<file path="config.mk">
export PLATFORM = sky130hd
export DESIGN_NAME = ram8_arbiter
export DESIGN_NICKNAME = d
export VERILOG_FILES = /design/src/rtl/ram8_arb_pkg.sv /design/src/rtl/ram8_arbiter_rr_arb2.sv /design/src/rtl/ram8_arbiter.sv
export SDC_FILE = /design/constraint.sdc
export NUM_CORES = 1
export LEC_CHECK = 0
export CORE_UTILIZATION = 49
export CTS_BUF_LIST = sky130_fd_sc_hd__clkbuf_8
export DETAILED_ROUTE_END_ITERATION = 7
export DONT_BUFFER_PORTS = 1
export SYNTH_ARGS = -nofsm -noshare
export SYNTH_HDL_FRONTEND = slang
export SYNTH_SLANG_ARGS = --single-unit
</file>
<file path="constraint.sdc">
create_clock -name clk -period 1.9 [get_ports clk]
set_clock_uncertainty 0.05 [all_clocks]
set_input_delay 0.38 -clock clk [delete_from_list [all_inputs] [get_ports clk]]
set_output_delay 0.38 -clock clk [all_outputs]
set_load 0.02 [all_outputs]
</file>
<file path="src/rtl/ram8_arb_pkg.sv">
// Shared types and default widths for the RAM8 arbiter/sequencer.
// The state encoding is fixed so that an unused code (2'd3) can be recovered.
package ram8_arb_pkg;

    localparam int DATA_W_DEF = 16;
    localparam int ADDR_W_DEF = 3;

    typedef enum logic [1:0] {
        IDLE   = 2'd0,
        ACCESS = 2'd1,
        RESP   = 2'd2
    } state_t;

endpackage

</file>
<file path="src/rtl/ram8_arbiter_rr_arb2.sv">
// Combinational two-way round-robin pick: a lone requester always wins,
// and on contention the port named by the pointer wins.
module rr_arb2 (
    input  logic req0,
    input  logic req1,
    input  logic pointer,
    output logic grant_valid,
    output logic grant_idx
);

    logic w_both;

    assign w_both      = req0 & req1;
    assign grant_valid = req0 | req1;
    assign grant_idx   = w_both ? pointer : req1;

endmodule

</file>
<file path="src/rtl/ram8_arbiter.sv">
// Shares one RAM8 between a CPU port (0) and a loader port (1): one transaction
// at a time, IDLE -> ACCESS (RAM drive) -> RESP (ack + read data) -> IDLE.
module ram8_arbiter
    import ram8_arb_pkg::*;
#(
    parameter int DATA_W = DATA_W_DEF,
    parameter int ADDR_W = ADDR_W_DEF
) (
    input  logic              clk,
    input  logic              rst_n,
    input  logic              req0,
    input  logic              we0,
    input  logic [ADDR_W-1:0] addr0,
    input  logic [DATA_W-1:0] wdata0,
    output logic              ack0,
    output logic [DATA_W-1:0] rdata0,
    input  logic              req1,
    input  logic              we1,
    input  logic [ADDR_W-1:0] addr1,
    input  logic [DATA_W-1:0] wdata1,
    output logic              ack1,
    output logic [DATA_W-1:0] rdata1,
    output logic [DATA_W-1:0] ram_in,
    output logic [ADDR_W-1:0] ram_sel,
    output logic              ram_load,
    input  logic [DATA_W-1:0] ram_out,
    output logic              busy,
    output logic              gnt
);

    state_t              r_state;
    state_t              w_state_next;
    logic                r_ptr;
    logic                r_gnt;
    logic                r_we;
    logic [ADDR_W-1:0]   r_addr;
    logic [DATA_W-1:0]   r_wdata;
    logic                r_ack0;
    logic                r_ack1;
    logic [DATA_W-1:0]   r_rdata0;
    logic [DATA_W-1:0]   r_rdata1;
    logic                w_grant_valid;
    logic                w_grant_idx;
    logic [DATA_W-1:0]   w_resp_data;

    rr_arb2 u_rr_arb2 (
        .req0        (req0),
        .req1        (req1),
        .pointer     (r_ptr),
        .grant_valid (w_grant_valid),
        .grant_idx   (w_grant_idx)
    );

    always_ff @(posedge clk) begin
        if (!rst_n) begin
            r_state <= IDLE;
        end else begin
            r_state <= w_state_next;
        end
    end

    always_comb begin
        w_state_next = r_state;
        case (r_state)
            IDLE:    if (w_grant_valid) w_state_next = ACCESS;
            ACCESS:  w_state_next = RESP;
            RESP:    w_state_next = IDLE;
            default: w_state_next = IDLE;
        endcase
    end

    // A write answers with the word just stored; the RAM's combinational out
    // still shows the old contents until the write edge has passed.
    assign w_resp_data = r_we ? r_wdata : ram_out;

    always_ff @(posedge clk) begin
        if (!rst_n) begin
            r_ptr    <= 1'b0;
            r_gnt    <= 1'b0;
            r_we     <= 1'b0;
            r_addr   <= '0;
            r_wdata  <= '0;
            r_ack0   <= 1'b0;
            r_ack1   <= 1'b0;
            r_rdata0 <= '0;
            r_rdata1 <= '0;
        end else begin
            r_ack0 <= 1'b0;
            r_ack1 <= 1'b0;
            case (r_state)
                IDLE: begin
                    if (w_grant_valid) begin
                        r_gnt   <= w_grant_idx;
                        r_we    <= w_grant_idx ? we1    : we0;
                        r_addr  <= w_grant_idx ? addr1  : addr0;
                        r_wdata <= w_grant_idx ? wdata1 : wdata0;
                    end
                end
                ACCESS: begin
                    if (r_gnt) begin
                        r_rdata1 <= w_resp_data;
                        r_ack1   <= 1'b1;
                    end else begin
                        r_rdata0 <= w_resp_data;
                        r_ack0   <= 1'b1;
                    end
                end
                RESP: begin
                    r_ptr <= ~r_gnt;
                end
                default: begin
                end
            endcase
        end
    end

    // Gating with rst_n keeps a reset asserted during ACCESS from committing the write.
    assign ram_load = (r_state == ACCESS) && r_we && rst_n;
    assign ram_sel  = r_addr;
    assign ram_in   = r_wdata;
    assign ack0     = r_ack0;
    assign ack1     = r_ack1;
    assign rdata0   = r_rdata0;
    assign rdata1   = r_rdata1;
    assign busy     = (r_state != IDLE);
    assign gnt      = r_gnt;

    a_ack_excl: assert property (@(posedge clk) disable iff (!rst_n) !(ack0 && ack1));
    a_load_access: assert property (@(posedge clk) disable iff (!rst_n) ram_load |-> (r_state == ACCESS));

endmodule

</file>
==> results.md <==
* Initial Utilization at between 50 and 60%
* Worst R2R End: ram_in[8]$_SDFFE_PN0P_
* Setup_tns at 0 ps
* Mux contribution to synthesized area at under 10%
* Unrepaired setup endpoints after global routing: false
* Placement row count at 26
* Total of warnings raised by yosys at 0
* Leakage dissipation at 1.15 nW
* Clock Path Buffers at 2
* Max-slew headroom at 57.9%
* FF-to-FF path depth at 3
* Die Wd at roughly 76 um
* Min-delay src: rst_n
* Root Driver: clkbuf_8
* Routability cong. at approximately 0.73
* Library cells used by synthesis at 27
* Slew @ Worst Pin at ~630 ps
* Post-CTS setup buffers at 0
* FF+latch count, synth at 58
* Setup violators final at 0
* First-pass DRT Iterations at 4
* Setup crit start: r_we$_SDFFE_PN0P_
* Combinational family with the most area after synthesis: compound AO/OA/AOI/OAI gates
* Hold Crit Class: primary input to flop
* Overall routed net length at slightly above 6000 um
* Syn Inst Count at between 200 and 300
* Crit end category: primary output
* CTS Buf Count at 9
* Hold path cells at 1
* Grt total ovfl at 0
* Max incr delay on CP at 360 ps
* Fraction of the yosys area taken by sequential cells at roughly 43%
* Die area at 5840 sq um
* Buffers on Ports at 0
* Setup CP Type: flop to primary output
* P&R area growth vs syn at 8.71%
* R2R Path Start: r_ptr$_SDFFE_PN0N_
* Clock insertion delay at the later pin of the skew report at ~330 ps
* R2R Setup Slk at between 300 and 400 ps
* Worst Path Buf+Inv at 1
* Period utilisation layout at between 80% and 90%
* GR Util All Layers at between 20 and 25%
* Hold Path End: ack0$_SDFF_PN0_
* Vias/cell at 5.81
* H-tree levels at 3
* Mapped Nets at around 330
* Max VDD drop at between 400 and 500 uV
* Post-Synth XOR/XNOR Area at 0%
* Dpl hpwl at roughly 4200 um
* DR WL/cell at between 15 and 20 um
* Critical-path cell list: buf_4 -> and2_1
* CP required at about 1500 ps
* Proportion of layout cells with a drive suffix above 1 at between 10% and 20%
* Critical path's top delay family: flip-flops
* CP arrival at about 1300 ps
* Vias at roughly 1900
* Antenna Nets Post-Route at 0
* Residual DRC at 0
* I/O pin count at ~120
* Cell count along the critical path at 2
* Register clock-pin slew on the reported worst setup and hold paths at 60 ps
* Initial DRC count at 77
* CTS tree: yes
* Max Cap Viol at 0
* Chip height at 76.4 um
* Cell Pwr Density at 1050 nW/um^2
* Post-layout min period at about 1700 ps
* Mapped Area at 2710 sq um
* CTS sink cnt at between 50 and 60
* Post-Synth Adder-Cell Area at 0%
* Finished Core Util at between 50% and 60%
* Initial antenna violation count at 0
* Achievable Freq at about 590 MHz
* CORE AREA at roughly 5200 sq um
* Maximum net fanout on the critical path at 16
* Max Slew Vio Count at 0
* Pin count of the biggest net entering global routing at 44
* First-pass GRT wire length at 10100 um
* Number of global-route vias before repair at between 1500 and 2000
* Compound-Gate Fraction of Synth Area at between 30% and 40%
* Layout Nets at 319
* Simple-gate share of the synthesized area at ~12%
* Crit start category: flop
* Fin. Hold Viols at 0
* Outcome: finished, final reports clean
* Hold_buf cts at 0
* Slowest CP cell: dfxtp_1
* Gates resized, CTS repair at 0
* Syn Area/Cell at roughly 10 sq um
* N_diodes at 0
-- cells by family (layout without fill, tap and decap cells) --
| group | Yosys count | after routing |
|---|---|---|
| flops | 58 | 58 |
| mux | 16 | 16 |
| buf+inv | 31 | 29 |
| simple gates | 64 | 64 |
| compound gates | 97 | 97 |
-- synthesized netlist by cell type --
master	instances	share of area (%)
and2_1	3	0.69
nor3b_4	1	0.69
a211oi_2	23	11
inv_1	2	0.28
a21boi_1	1	0.28
a21oi_1	2	0.37
a211oi_1	9	2.5
nand2b_2	1	0.32
buf_4	4	1.1
mux2i_1	16	5.9
and3b_1	1	0.32
nor2_2	4	0.92
a21boi_0	19	5.3
buf_1	2	0.28
and3_1	21	4.8
o21ai_0	2	0.37
o21ai_1	1	0.18
nor2_1	31	4.3
dfxtp_1	58	43
or3_1	1	0.23
nand3_1	1	0.18
o311a_1	20	7.4
clkbuf_1	14	1.9
buf_6	5	2.1
o21bai_1	20	5.5
clkinv_1	1	0.14
buf_2	3	0.55
-- stage by stage --
step	setup slack (ps)	hold slack (ps)	cell area (sq um)	power (W)	std cells
2_1_floorplan	570	398	2710	0.00192	266
3_3_place_gp	387	429	2750	0.00200	318
3_5_place_dp	335	415	2750	0.00201	318
4_1_cts	186	108	2950	0.00314	334
5_1_grt	120	108	2950	0.00326	334
6_report	211	130	2950	0.00311	334
-- state kept, by name, summed over array words and instances (netlist names) --
| signal | count |
|---|---|
| rdata0 | 16 |
| ack0 | 1 |
| r_we | 1 |
| rdata1 | 16 |
| r_state | 2 |
| ram_in | 16 |
| ack1 | 1 |
| r_ptr | 1 |
| gnt | 1 |
| ram_sel | 3 |
-- final cells by class --
type	instances	area (sq um)
Clock inverter	5	46.3
Timing Repair Buffer	10	113
Clock buffer	11	151
Inverter	3	11.3
Sequential cell	58	1160
Multi-Input combinational cell	177	1380
Fill cell	465	2250
Tap cell	70	87.6
-- metal layers --
layer	GRT usage [%]	wire length [um]	up-vias
met1	29.7	2840	873
met5	0	0	-
li1	-	-	974
met3	8.62	512	9
met4	9.62	91	0
met2	31.0	2660	85
-- how the worst max path moves through the flow --
| stage | endpoint | slack (ps) |
|---|---|---|
| floorplan | ram_load | 570 |
| global placement | ram_in[4]$_SDFFE_PN0P_ | 390 |
| detailed placement | ram_in[11]$_SDFFE_PN0P_ | 340 |
| CTS | ram_load | 190 |
| global route | ram_load | 120 |
| finish | ram_load | 210 |
-- placed cells by master, fill, tap and decap left out, drive strengths merged, types with 3 or more instances in the layout --
cell	netlist	final
dfxtp	58	58
nor2	35	35
inv	2	5
a21boi	20	20
a211oi	32	32
clkbuf	14	11
o21bai	20	20
o21ai	3	3
and3	21	21
mux2i	16	16
and2	3	3
o311a	20	20
buf	14	10
-- report_power, final --
group | switching (W) | internal, W | total (W)
combinational | 0.000249 | 0.000213 | 0.000461
sequential | 0.000201 | 0.00132 | 0.00152
clock | 0.000462 | 0.000661 | 0.00112
No activity file was read; power rests on OpenSTA's default activity.
